File: src/rtl/btn_pkg.sv
// Shared types and helpers for the push-button conditioner: channel FSM states,
// Basys3 button index constants and the counter-width helper.
package btn_pkg;

  typedef enum logic [1:0] {
    BTN_LOW,
    BTN_WAIT_HIGH,
    BTN_HIGH,
    BTN_WAIT_LOW
  } btn_state_t;

  localparam int BTN_C = 0;
  localparam int BTN_L = 1;
  localparam int BTN_U = 2;
  localparam int BTN_D = 3;
  localparam int BTN_R = 4;

  function automatic int max3(input int a, input int b, input int c);
    int m;
    m = (a > b) ? a : b;
    return (m > c) ? m : c;
  endfunction

  // One counter width serves both the debounce and the hold counters.
  function automatic int cnt_width(input int d, input int rd, input int rp);
    return $clog2(max3(d, rd, rp));
  endfunction

endpackage

File: src/rtl/debounce_channel.sv
// One button channel: two-flop synchronizer, debounce FSM and registered edge pulses.
// Optional auto-repeat while held is enabled by defining BUTTON_AUTOREPEAT_EN.
module debounce_channel
  import btn_pkg::*;
#(
  parameter int DEBOUNCE_CYCLES = 500000,
  parameter int REPEAT_DELAY    = 50000000,
  parameter int REPEAT_PERIOD   = 10000000
) (
  input  logic clk,
  input  logic rst,
  input  logic raw,
  output logic level,
  output logic press,
  output logic release_pulse
);

  localparam int CW = cnt_width(DEBOUNCE_CYCLES, REPEAT_DELAY, REPEAT_PERIOD);
  localparam logic [CW-1:0] CNT_LAST = CW'(DEBOUNCE_CYCLES - 1);

  logic            sync1;
  logic            s;
  btn_state_t      state;
  logic [CW-1:0]   cnt;

`ifdef BUTTON_AUTOREPEAT_EN
  localparam logic [CW-1:0] DELAY_LAST  = CW'(REPEAT_DELAY - 1);
  localparam logic [CW-1:0] PERIOD_LAST = CW'(REPEAT_PERIOD - 1);

  logic [CW-1:0] hold;
  logic          repeating;
  logic [CW-1:0] hold_last;

  assign hold_last = repeating ? PERIOD_LAST : DELAY_LAST;
`endif

  always_ff @(posedge clk or posedge rst) begin
    if (rst) begin
      sync1         <= 1'b0;
      s             <= 1'b0;
      state         <= BTN_LOW;
      cnt           <= '0;
      level         <= 1'b0;
      press         <= 1'b0;
      release_pulse <= 1'b0;
`ifdef BUTTON_AUTOREPEAT_EN
      hold          <= '0;
      repeating     <= 1'b0;
`endif
    end else begin
      sync1         <= raw;
      s             <= sync1;
      press         <= 1'b0;
      release_pulse <= 1'b0;
      case (state)
        BTN_LOW: begin
          if (s) begin
            state <= BTN_WAIT_HIGH;
            cnt   <= '0;
          end
        end
        BTN_WAIT_HIGH: begin
          if (!s) begin
            state <= BTN_LOW;
            cnt   <= '0;
          end else if (cnt == CNT_LAST) begin
            state <= BTN_HIGH;
            level <= 1'b1;
            press <= 1'b1;
            cnt   <= '0;
          end else begin
            cnt <= cnt + 1'b1;
          end
        end
        BTN_HIGH: begin
          if (!s) begin
            state <= BTN_WAIT_LOW;
            cnt   <= '0;
`ifdef BUTTON_AUTOREPEAT_EN
            hold      <= '0;
            repeating <= 1'b0;
          end else if (hold == hold_last) begin
            // First repeat after the long delay, later ones at the shorter period.
            press     <= 1'b1;
            hold      <= '0;
            repeating <= 1'b1;
          end else begin
            hold <= hold + 1'b1;
`endif
          end
        end
        BTN_WAIT_LOW: begin
          if (s) begin
            state <= BTN_HIGH;
            cnt   <= '0;
          end else if (cnt == CNT_LAST) begin
            state         <= BTN_LOW;
            level         <= 1'b0;
            release_pulse <= 1'b1;
            cnt           <= '0;
          end else begin
            cnt <= cnt + 1'b1;
          end
        end
        default: begin
          state <= BTN_LOW;
          cnt   <= '0;
        end
      endcase
    end
  end

endmodule

File: src/rtl/button_conditioner.sv
// Basys3 push-button front end: one independent debounce channel per button.
// Define BUTTON_AUTOREPEAT_EN to add hold-to-repeat press pulses.
module button_conditioner #(
  parameter int NUM_BTNS        = 5,
  parameter int DEBOUNCE_CYCLES = 500000,
  parameter int REPEAT_DELAY    = 50000000,
  parameter int REPEAT_PERIOD   = 10000000
) (
  input  logic                clk,
  input  logic                rst,
  input  logic [NUM_BTNS-1:0] btn_in,
  output logic [NUM_BTNS-1:0] btn_level,
  output logic [NUM_BTNS-1:0] btn_press,
  output logic [NUM_BTNS-1:0] btn_release
);

  for (genvar i = 0; i < NUM_BTNS; i++) begin : g_chan
    debounce_channel #(
      .DEBOUNCE_CYCLES(DEBOUNCE_CYCLES),
      .REPEAT_DELAY   (REPEAT_DELAY),
      .REPEAT_PERIOD  (REPEAT_PERIOD)
    ) u_chan (
      .clk          (clk),
      .rst          (rst),
      .raw          (btn_in[i]),
      .level        (btn_level[i]),
      .press        (btn_press[i]),
      .release_pulse(btn_release[i])
    );
  end

endmodule

File: config.mk
export PLATFORM = sky130hd
export DESIGN_NAME = button_conditioner
export DESIGN_NICKNAME = d
export VERILOG_FILES = /design/src/rtl/btn_pkg.sv /design/src/rtl/debounce_channel.sv /design/src/rtl/button_conditioner.sv
export SDC_FILE = /design/constraint.sdc
export NUM_CORES = 1
export LEC_CHECK = 0
export ABC_AREA = 1
export BUFFER_PORTS_ARGS = -buffer_cell sky130_fd_sc_hd__buf_4
export CAP_MARGIN = 20
export CELL_PAD_IN_SITES_DETAIL_PLACEMENT = 1
export CELL_PAD_IN_SITES_GLOBAL_PLACEMENT = 2
export CORE_ASPECT_RATIO = 1.1
export CORE_MARGIN = 5
export CORE_UTILIZATION = 38
export CTS_BUF_LIST = sky130_fd_sc_hd__clkbuf_8
export DETAILED_ROUTE_END_ITERATION = 10
export PLACE_DENSITY = 0.87
export SYNTH_ARGS = -nofsm -noshare
export SYNTH_HDL_FRONTEND = slang
export SYNTH_SLANG_ARGS = --single-unit
File: constraint.sdc
create_clock -name clk -period 5.4 [get_ports clk]
set_input_delay 0.27 -clock clk [delete_from_list [all_inputs] [get_ports clk]]
set_output_delay 0.27 -clock clk [all_outputs]
set_load 0.02 [all_outputs]
[After elaboration in Yosys (flattened, before gate mapping)]
Index checks and enable logic that the tools add are counted.
Word-level totals
  register bits after elaboration: 165
  word-level logic and storage cells: 240
  output and inout bits: 15
  input port bits: 7
Cells by class
  equality and inequality tests: 60
  reductions and logical operators: 25
  muxes and demuxes: 115
  add/sub/neg operators: 5
Operator list (count)
  $mux 26: 25
  $pmux 26 s4: 5
  $add 26x1->26 const B: 5
  $eq 26x19->1 const B: 5
  $mux 2: 30
  $mux 1: 45
  $ne 2x1->1 const B: 20
  $pmux 2 s4: 5
  $reduce_and 5->1: 5
  $eq 2x2->1 const B: 10
  $ne 2x2->1 const B: 10
  $reduce_and 4->1: 5
  $ne 3x1->1 const B: 5
  $ne 3x3->1 const B: 5
  $eq 2x1->1 const B: 5
  $logic_not 2->1: 5
  $pmux 1 s2: 5
  $reduce_and 2->1: 5
  $reduce_bool 2->1: 5

[Longest topological paths before layout]
Gate-level depths: netlist (run 1).
  depth in word-level cells: 4
  depth in mapped cells: 11
  mapped depth without buffers: 11

[Cells and area by module]
Synthesis (run 1) repeated with hierarchy kept, for this count alone.
Second synthesis, totals
  cell total of the unflattened synthesis: 1354
  area total of the unflattened synthesis: 10035.9 um2
By module, submodules not included
  debounce_channel (g_chan[0].u_chan ...): seq. area each 825.8 um2, area an instance 2010.7 um2, cells each 274, times used 4
  debounce_channel (g_chan[4].u_chan): seq. area each 825.8 um2, area an instance 1993.2 um2, cells each 258, times used 1

[Worst setup path before layout (run 1)]
No wires, ideal clock.
  path type: register to register
  start: register g_chan[1].u_chan.cnt[0]
  end: register g_chan[1].u_chan.cnt[10]
  setup time: 0.133 ns
  clock period less this slack: 1.504 ns
  data required time: 5.267 ns
  setup slack: 3.896 ns
  stages on the path, launching flop included: 10
  path buffers: 1
  arrival time: 1.372 ns
  path through: dfrtp_1 -> ha_1 -> nand3_1 -> nor2_1 -> nand3_1 -> nor2_2 -> nor2_4 -> buf_6 -> nand3b_1 -> o21ai_0
Between the ends
  longest elaborated chain between the ends: 4
  elaborated cells between the ends (all ways): 6
  classes of those cells: add/sub: 1; eq/ne: 1; mux: 4
RTL lines
  from (decl): RTL line debounce_channel.sv:24  | logic [CW-1:0] cnt;
  from (signal assigned): RTL line debounce_channel.sv:72  | cnt <= cnt + 1'b1;
  from (signal assigned): RTL line debounce_channel.sv:102  | cnt <= cnt + 1'b1;
  $add 26x1->26 or $eq 26x19->1 (tied branches)
  $mux 26 (*): RTL line debounce_channel.sv:66, debounce_channel.sv:96
  $mux 26 (on tied branches): RTL line debounce_channel.sv:93, debounce_channel.sv:63
  $pmux 26 s4 (*): RTL line debounce_channel.sv:55  | case (state)
Every way passes the cells marked *; elsewhere a longest branch is shown, timed or not.
A chain may end at the register's enable or synchronous reset.

[Worst setup path in the final report (run 1)]
  start: register g_chan[0].u_chan.cnt[0]
  end: register g_chan[0].u_chan.cnt[7]
Between the ends
  longest elaborated chain between the ends: 4
  elaborated cells between the ends (all ways): 6
  classes of those cells: add/sub: 1; eq/ne: 1; mux: 4
RTL lines (RTL line)
  from (decl): debounce_channel.sv:24
  from (signal assigned): debounce_channel.sv:72
  from (signal assigned): debounce_channel.sv:102
  $add 26x1->26 or $eq 26x19->1 (tied branches)
  $mux 26 (*): debounce_channel.sv:66, debounce_channel.sv:96
  $mux 26 (on tied branches): debounce_channel.sv:93, debounce_channel.sv:63
  $pmux 26 s4 (*): debounce_channel.sv:55
Marked as above.

==> results of run 1 <==
==> sequential cells by signal, indices dropped and copies added (netlist names), named ones only <==
| signal | cells |
|---|---|
| g_chan.u_chan.cnt | 130 |
| g_chan.u_chan.level | 5 |
| g_chan.u_chan.press | 5 |
| g_chan.u_chan.release_pulse | 5 |
| g_chan.u_chan.s | 5 |
| g_chan.u_chan.state | 5 |
| g_chan.u_chan.sync1 | 5 |
==> logic make-up after synthesis <==
| kind of cell | synth area share [%] |
|---|---|
| and+or+nand+nor | 37.27 |
| DFF | 41.77 |
| adders and majority gates | 0.6328 |
| buffers and inverters | 9.353 |
| xor gates and xnor gates | 2.924 |
| AOI/OAI and AO/OA | 8.050 |
==> worst reg2reg max path, stage by stage (launching register included) <==
cell and delay, ns:
dfrtp_1 0.44, ha_1 0.24, nand2_1 0.13, nor2_2 0.07
nand3b_1 0.08, nor2_1 0.06, nor2_1 0.46, buf_4 0.34
inv_2 0.11, o22ai_1 0.14
==> report_power, final <==
part           leakage, nW  internal, mW  switching, mW  total (mW)
clock                0.187         0.389          0.533       0.922
sequential            2.26          1.31         0.0836        1.39
combinational         2.20         0.155          0.548       0.704
==> stage by stage <==
| stage | setup WS [ns] | hold slack, ns | cells |
|---|---|---|---|
| floorplan | 0.6683 | 0.3014 | 1377 |
| global placement | 3.353 | 0.3399 | 1716 |
| detailed placement | 3.223 | 0.3435 | 1716 |
| CTS | 3.197 | 0.3610 | 1754 |
| global route | 3.061 | 0.3768 | 1754 |
| finish | 3.233 | 0.3586 | 1754 |
==> layout make-up <==
type                            instances  area share, %
Multi-Input combinational cell       1004          45.26
Sequential cell                       165          38.67
Clock buffer                           18          2.320
Clock inverter                         14          1.313
Timing Repair Buffer                   30          2.250
Inverter                              171          6.059
Tap cell                              352          4.125
==> placed cells by master, fill, tap and decap left out, drive strengths merged, types with 8 or more instances in the layout <==
cell	count
nand2	394
nor2	204
inv	177
dfrtp	165
nand3	141
o21ai	84
nand4	42
xor2	31
nor3	29
a21oi	29
buf	24
o22ai	21
clkbuf	18
a31oi	8
==> final timing paths <==
path,cells past startpoint,startpoint,slack (ns),end
setup / recovery,9,g_chan[0].u_chan.cnt[0]$_DFFE_PP0P_,3.23,g_chan[0].u_chan.cnt[7]$_DFFE_PP0P_
hold / removal,0,g_chan[2].u_chan.sync1$_DFF_PP0_,0.36,g_chan[2].u_chan.s$_DFF_PP0_
setup reg to reg,9,g_chan[0].u_chan.cnt[0]$_DFFE_PP0P_,3.23,g_chan[0].u_chan.cnt[7]$_DFFE_PP0P_
hold reg to reg,0,g_chan[2].u_chan.sync1$_DFF_PP0_,0.36,g_chan[2].u_chan.s$_DFF_PP0_
max in group asynchronous,4,rst,3.64,g_chan[3].u_chan.cnt[20]$_DFFE_PP0P_
min in group asynchronous,3,rst,0.49,g_chan[2].u_chan.cnt[5]$_DFFE_PP0P_
==> routing by layer <==
metal  GRT usage [%]  vias to the layer above
li1                -                     4447
met1           23.14                     4380
met2           34.91                       51
met3           2.667                       23
met4           4.124                        0
met5               0                        -
==> impl_metrics.json, run 1 <==
{
  "power_per_cell_area_mw_per_mm2": 282.9,
  "yosysMostFrequentCell": "nand2_1",
  "multi_input_area_mm2": 0.004832,
  "leakage_nw": 4.644,
  "dieArea_mm2": 0.02934,
  "first_pass_iters": 4,
  "die_x_um": 163.8,
  "track_usage_pct": 18.83,
  "worst_pin_slew_ns": 0.7797,
  "wirelength_met1_mm": 12.10,
  "drive_gt1_share_pct": 9.201,
  "status": "completed",
  "regArea_mm2": 0.004129,
  "path_cells": "ha_1 -> nand2_1 -> nor2_2 -> nand3b_1 -> nor2_1 -> nor2_1 -> buf_4 -> inv_2 -> o22ai_1",
  "async_flop_share_pct": 100.0,
  "yosys.area.top_type_share_pct": 41.77,
  "end_kind": "flip-flop",
  "path_clk_slew_ns": 0.11,
  "ir_drop_uv": 176.2,
  "drt.antenna.violating_nets": 0,
  "routabilityCongestion": 0.8100,
  "cts_buffer_depth": 2,
  "synth_cells": 1377,
  "cp.arrival_ns": 2.54,
  "synth_area_mm2": 0.009886,
  "antennaDiodeCount": 0,
  "ctsHoldBuffers": 6,
  "slew_headroom_pct": 48.02,
  "viasPerCell": 5.075,
  "synth_edf_count": 0,
  "cts-resized-gates": 0,
  "drtIter0Drc": 407,
  "hold_class": "reg -> reg",
  "worstSetupPathType": "reg -> reg",
  "synth_top_area_cell": "dfrtp_1",
  "antenna_found_initial": 0,
  "io_pins": 22,
  "cts_buffers": 17,
  "tns_ns": 0,
  "skew_ns": 0.02221,
  "route.met2.wl_mm": 13.64,
  "yosysUniqueCellTypes": 33,
  "synth_nets": 1389,
  "slew_violations": 0,
  "rows": 62,
  "syn_to_final_growth_pct": 7.999,
  "initial_utilization_pct": 38.15,
  "vias": 8901,
  "wl_per_cell_um": 15.05,
  "finalInstanceArea_mm2": 0.01068,
  "core_area_mm2": 0.02591,
  "wl_met3_um": 377,
  "crit_fanout": 12,
  "maxUsedRoutingLayer": "met4",
  "clock.fmax_mhz": 461.6,
  "clock_latency_ns": 0.47,
  "cp_num_buf_inv": 2,
  "rsz0062_at_grt": "false",
  "post-route-util_pct": 41.21,
  "synth.area.top_cells": "dfrtp_1 42%, nand2_1 14%, nand3_1 6.8%",
  "dp_hpwl_mm": 19.26,
  "ys_ff_latch": 165,
  "htree_levels": 4,
  "synth_flop_cell": "dfrtp_1",
  "seq_area_frac_synth_pct": 41.77,
  "post-route-min-period_ns": 2.167,
  "nFillCells": 3335,
  "root_buffer": "clkbuf_8",
  "overflow": 0,
  "critPathLaunchType": "flip-flop",
  "finalSetupViolCount": 0,
  "clkSinkCount": 165,
  "chipHeight_um": 179.2,
  "hold_viol": 0,
  "yosysWarningCount": 0,
  "cts_tree": "done",
  "grt_pass1_vias": 9348,
  "fin_nets": 1401,
  "cap_violations": 0,
  "cpMostUsedCell": "nor2_1",
  "crit_slowest_cell": "nor2_1",
  "postPlaceCellArea_mm2": 0.01023,
  "grt_max_degree": 76,
  "power_mw": 3.020,
  "drc": 0,
  "cp.required_ns": 5.78,
  "port-buffer-count": 21,
  "period_share_pct": 40.12,
  "routed_wl_mm": 26.40,
  "avgSynthCellArea_um2": 7.179,
  "grt_pass1_wl_mm": 45.31,
  "synthTopCellsByCount": "379 x nand2_1, 166 x inv_1, 166 x nor2_1",
  "path_delay_family": "simple AND/OR/NAND/NOR gates",
  "postCtsSetupBuffers": 0,
  "critPathMaxStageDelay_ns": 0.46
}
Note: power is estimated with default switching activity, not from simulation.
==> inputs of run 2 (changes only) <==
--- a/config.mk
+++ b/config.mk
@@ -12,10 +12,10 @@
 export CELL_PAD_IN_SITES_GLOBAL_PLACEMENT = 2
 export CORE_ASPECT_RATIO = 1.1
 export CORE_MARGIN = 5
-export CORE_UTILIZATION = 38
+export CORE_UTILIZATION = 34
 export CTS_BUF_LIST = sky130_fd_sc_hd__clkbuf_8
 export DETAILED_ROUTE_END_ITERATION = 10
-export PLACE_DENSITY = 0.87
+export PLACE_DENSITY = 0.83
 export SYNTH_ARGS = -nofsm -noshare
 export SYNTH_HDL_FRONTEND = slang
 export SYNTH_SLANG_ARGS = --single-unit
==> constraint.sdc (replaced) <==
create_clock -name clk -period 1.9 [get_ports clk]
set_input_delay 0.095 -clock clk [delete_from_list [all_inputs] [get_ports clk]]
set_output_delay 0.095 -clock clk [all_outputs]
set_load 0.02 [all_outputs]
==> impl_metrics.json, run 2 (synthesis results as in run 1) <==
{
  "viasPerCell": 4.934,
  "finalInstanceArea_mm2": 0.01124,
  "r2r_cells": 9,
  "final_common_cell": "nand2_1",
  "initial_utilization_pct": 34.43,
  "r2r_setup_slack_ns": 0.14,
  "wl_per_cell_um": 14.73,
  "slew_violations": 0,
  "regArea_mm2": 0.004129,
  "cp.arrival_ns": 2.15,
  "worstSetupPathType": "reg -> reg",
  "cp_num_buf_inv": 1,
  "multi_input_area_mm2": 0.004872,
  "grt_pass1_vias": 9535,
  "rsz0062_at_grt": "false",
  "power_frac_seq_pct": 44.0,
  "hold_class": "in -> async",
  "crit_slowest_cell": "dfrtp_1",
  "p_comb_share_pct": 27.1,
  "fin_nets": 1459,
  "setup.worst_path.start": "g_chan[4].u_chan.cnt[0]$_DFFE_PP0P_",
  "post-route-min-period_ns": 1.761,
  "cp.required_ns": 2.29,
  "grt_max_degree": 44,
  "cts_tree": "done",
  "slew_headroom_pct": 58.82,
  "cp.depth": 9,
  "first_pass_iters": 4,
  "drive_gt1_share_pct": 13.15,
  "internal-power_mw": 5.553,
  "overflow": 0,
  "syn_to_final_growth_pct": 13.72,
  "track_usage_pct": 16.91,
  "largest-register": "g_chan.u_chan.cnt",
  "leakage_nw": 4.978,
  "post-route-util_pct": 39.16,
  "cap_violations": 0,
  "largest_reg_flops": 130,
  "rows": 65,
  "finalSetupViolCount": 0,
  "path_delay_family": "simple AND/OR/NAND/NOR gates",
  "routed_wl_mm": 26.93,
  "chipHeight_um": 188.8,
  "path_clk_slew_ns": 0.11,
  "cpMostUsedCell": "nor2_4",
  "antennaDiodeCount": 0,
  "status": "completed",
  "end_kind": "flip-flop",
  "clockPowerShare_pct": 28.9,
  "port-buffer-count": 21,
  "clkSinkCount": 165,
  "worst_pin_slew_ns": 0.6170,
  "path_cells": "ha_1 -> nand2_2 -> nor2_4 -> nand3_1 -> nor2_2 -> nor2_4 -> buf_2 -> nor2_1 -> a21oi_1",
  "cts_buffer_depth": 2,
  "drtIter0Drc": 348,
  "regToRegEndpoint": "g_chan[4].u_chan.cnt[0]$_DFFE_PP0P_",
  "postPlaceCellArea_mm2": 0.01072,
  "drc": 0,
  "antenna_found_initial": 0,
  "nFillCells": 3646,
  "p_sw_mw": 3.410,
  "critPathLaunchType": "flip-flop",
  "grt_pass1_wl_mm": 46.64,
  "power_per_cell_area_mw_per_mm2": 797.3,
  "power_mw": 8.963,
  "die_x_um": 172.6,
  "dieArea_mm2": 0.03259,
  "dp_hpwl_mm": 20.04,
  "cts_buffers": 17,
  "clock_latency_ns": 0.47,
  "vias": 9020,
  "critPathMaxStageDelay_ns": 0.42,
  "crit_fanout": 7,
  "reg2reg_from": "g_chan[4].u_chan.cnt[0]$_DFFE_PP0P_",
  "pre_cts_ws_ns": -0.04352,
  "drt.antenna.violating_nets": 0,
  "period_share_pct": 92.69,
  "htree_levels": 4,
  "p_sw_share_pct": 38.05,
  "hold_viol": 0,
  "fin_ws_ns": 0.1390,
  "clock.fmax_mhz": 567.8,
  "root_buffer": "clkbuf_8",
  "io_pins": 22,
  "ir_drop_uv": 457.3,
  "mostFrequentLayoutCells": "377 x nand2_1, 166 x inv_1, 165 x dfrtp_1",
  "crit_end": "g_chan[4].u_chan.cnt[0]$_DFFE_PP0P_",
  "routabilityCongestion": 0.8168,
  "skew_ns": 0.02331,
  "core_area_mm2": 0.02871
}
-- run 2: how the worst min path moves through the flow --
stage / depth (start not counted) / slack [ns] / start / to
floorplan: 0 / 0.13 / btn_in[0] / g_chan[0].u_chan.sync1$_DFF_PP0_
global placement: 2 / 0.18 / rst / g_chan[2].u_chan.sync1$_DFF_PP0_
detailed placement: 2 / 0.18 / rst / g_chan[2].u_chan.sync1$_DFF_PP0_
CTS: 3 / 0.20 / rst / g_chan[2].u_chan.sync1$_DFF_PP0_
global route: 3 / 0.23 / rst / g_chan[2].u_chan.sync1$_DFF_PP0_
finish: 3 / 0.22 / rst / g_chan[2].u_chan.cnt[22]$_DFFE_PP0P_
-- run 2: cell type report --
class	count	share of cell area [%]
Clock buffer	17	2.081
Tap cell	368	4.096
Timing Repair Buffer	88	6.689
Sequential cell	165	36.73
Inverter	171	5.743
Clock inverter	15	1.324
Multi-Input combinational cell	1004	43.34
-- run 2: timing repair --
item / CTS / global route
buffers inserted: 0 / 5
pin swaps: 0 / 4
gates resized for setup: 1 / 11
endpoints found under the hold margin: 18 / 0
endpoints found under the setup margin: 14 / 49
hold buffers: 6 / 0
-- run 2: power by group through the flow --
stage / clock network (mW) / registers [mW] / logic (mW)
floorplan: 0 / 3.97 / 1.63
global placement: 0 / 4.00 / 2.34
detailed placement: 0 / 4.02 / 2.39
CTS: 2.71 / 3.95 / 2.41
global route: 2.86 / 3.98 / 2.72
finish: 2.59 / 3.94 / 2.43
-- run 2: through the flow --
stage               setup TNS [ns]  hold WS (ns)  instances
global placement        -0.0009811        0.1830       1785
floorplan                   -48.47        0.1264       1377
detailed placement        -0.04849        0.1827       1785
finish                           0        0.2189       1828
global route                     0        0.2281       1828
CTS                              0        0.2027       1823
-- run 2: per-layer routing --
layer	up-vias	GRT usage (%)	share of wire [%]
met5	-	0	0
met3	12	2.448	1.5
met4	0	3.078	0.72
met2	43	29.85	49
met1	4409	22.26	49
li1	4556	-	-
-- run 2: tightest hold or removal path, delay by kind of cell --
family,cells,cell delay (ns)
buf+inv,3,1.04
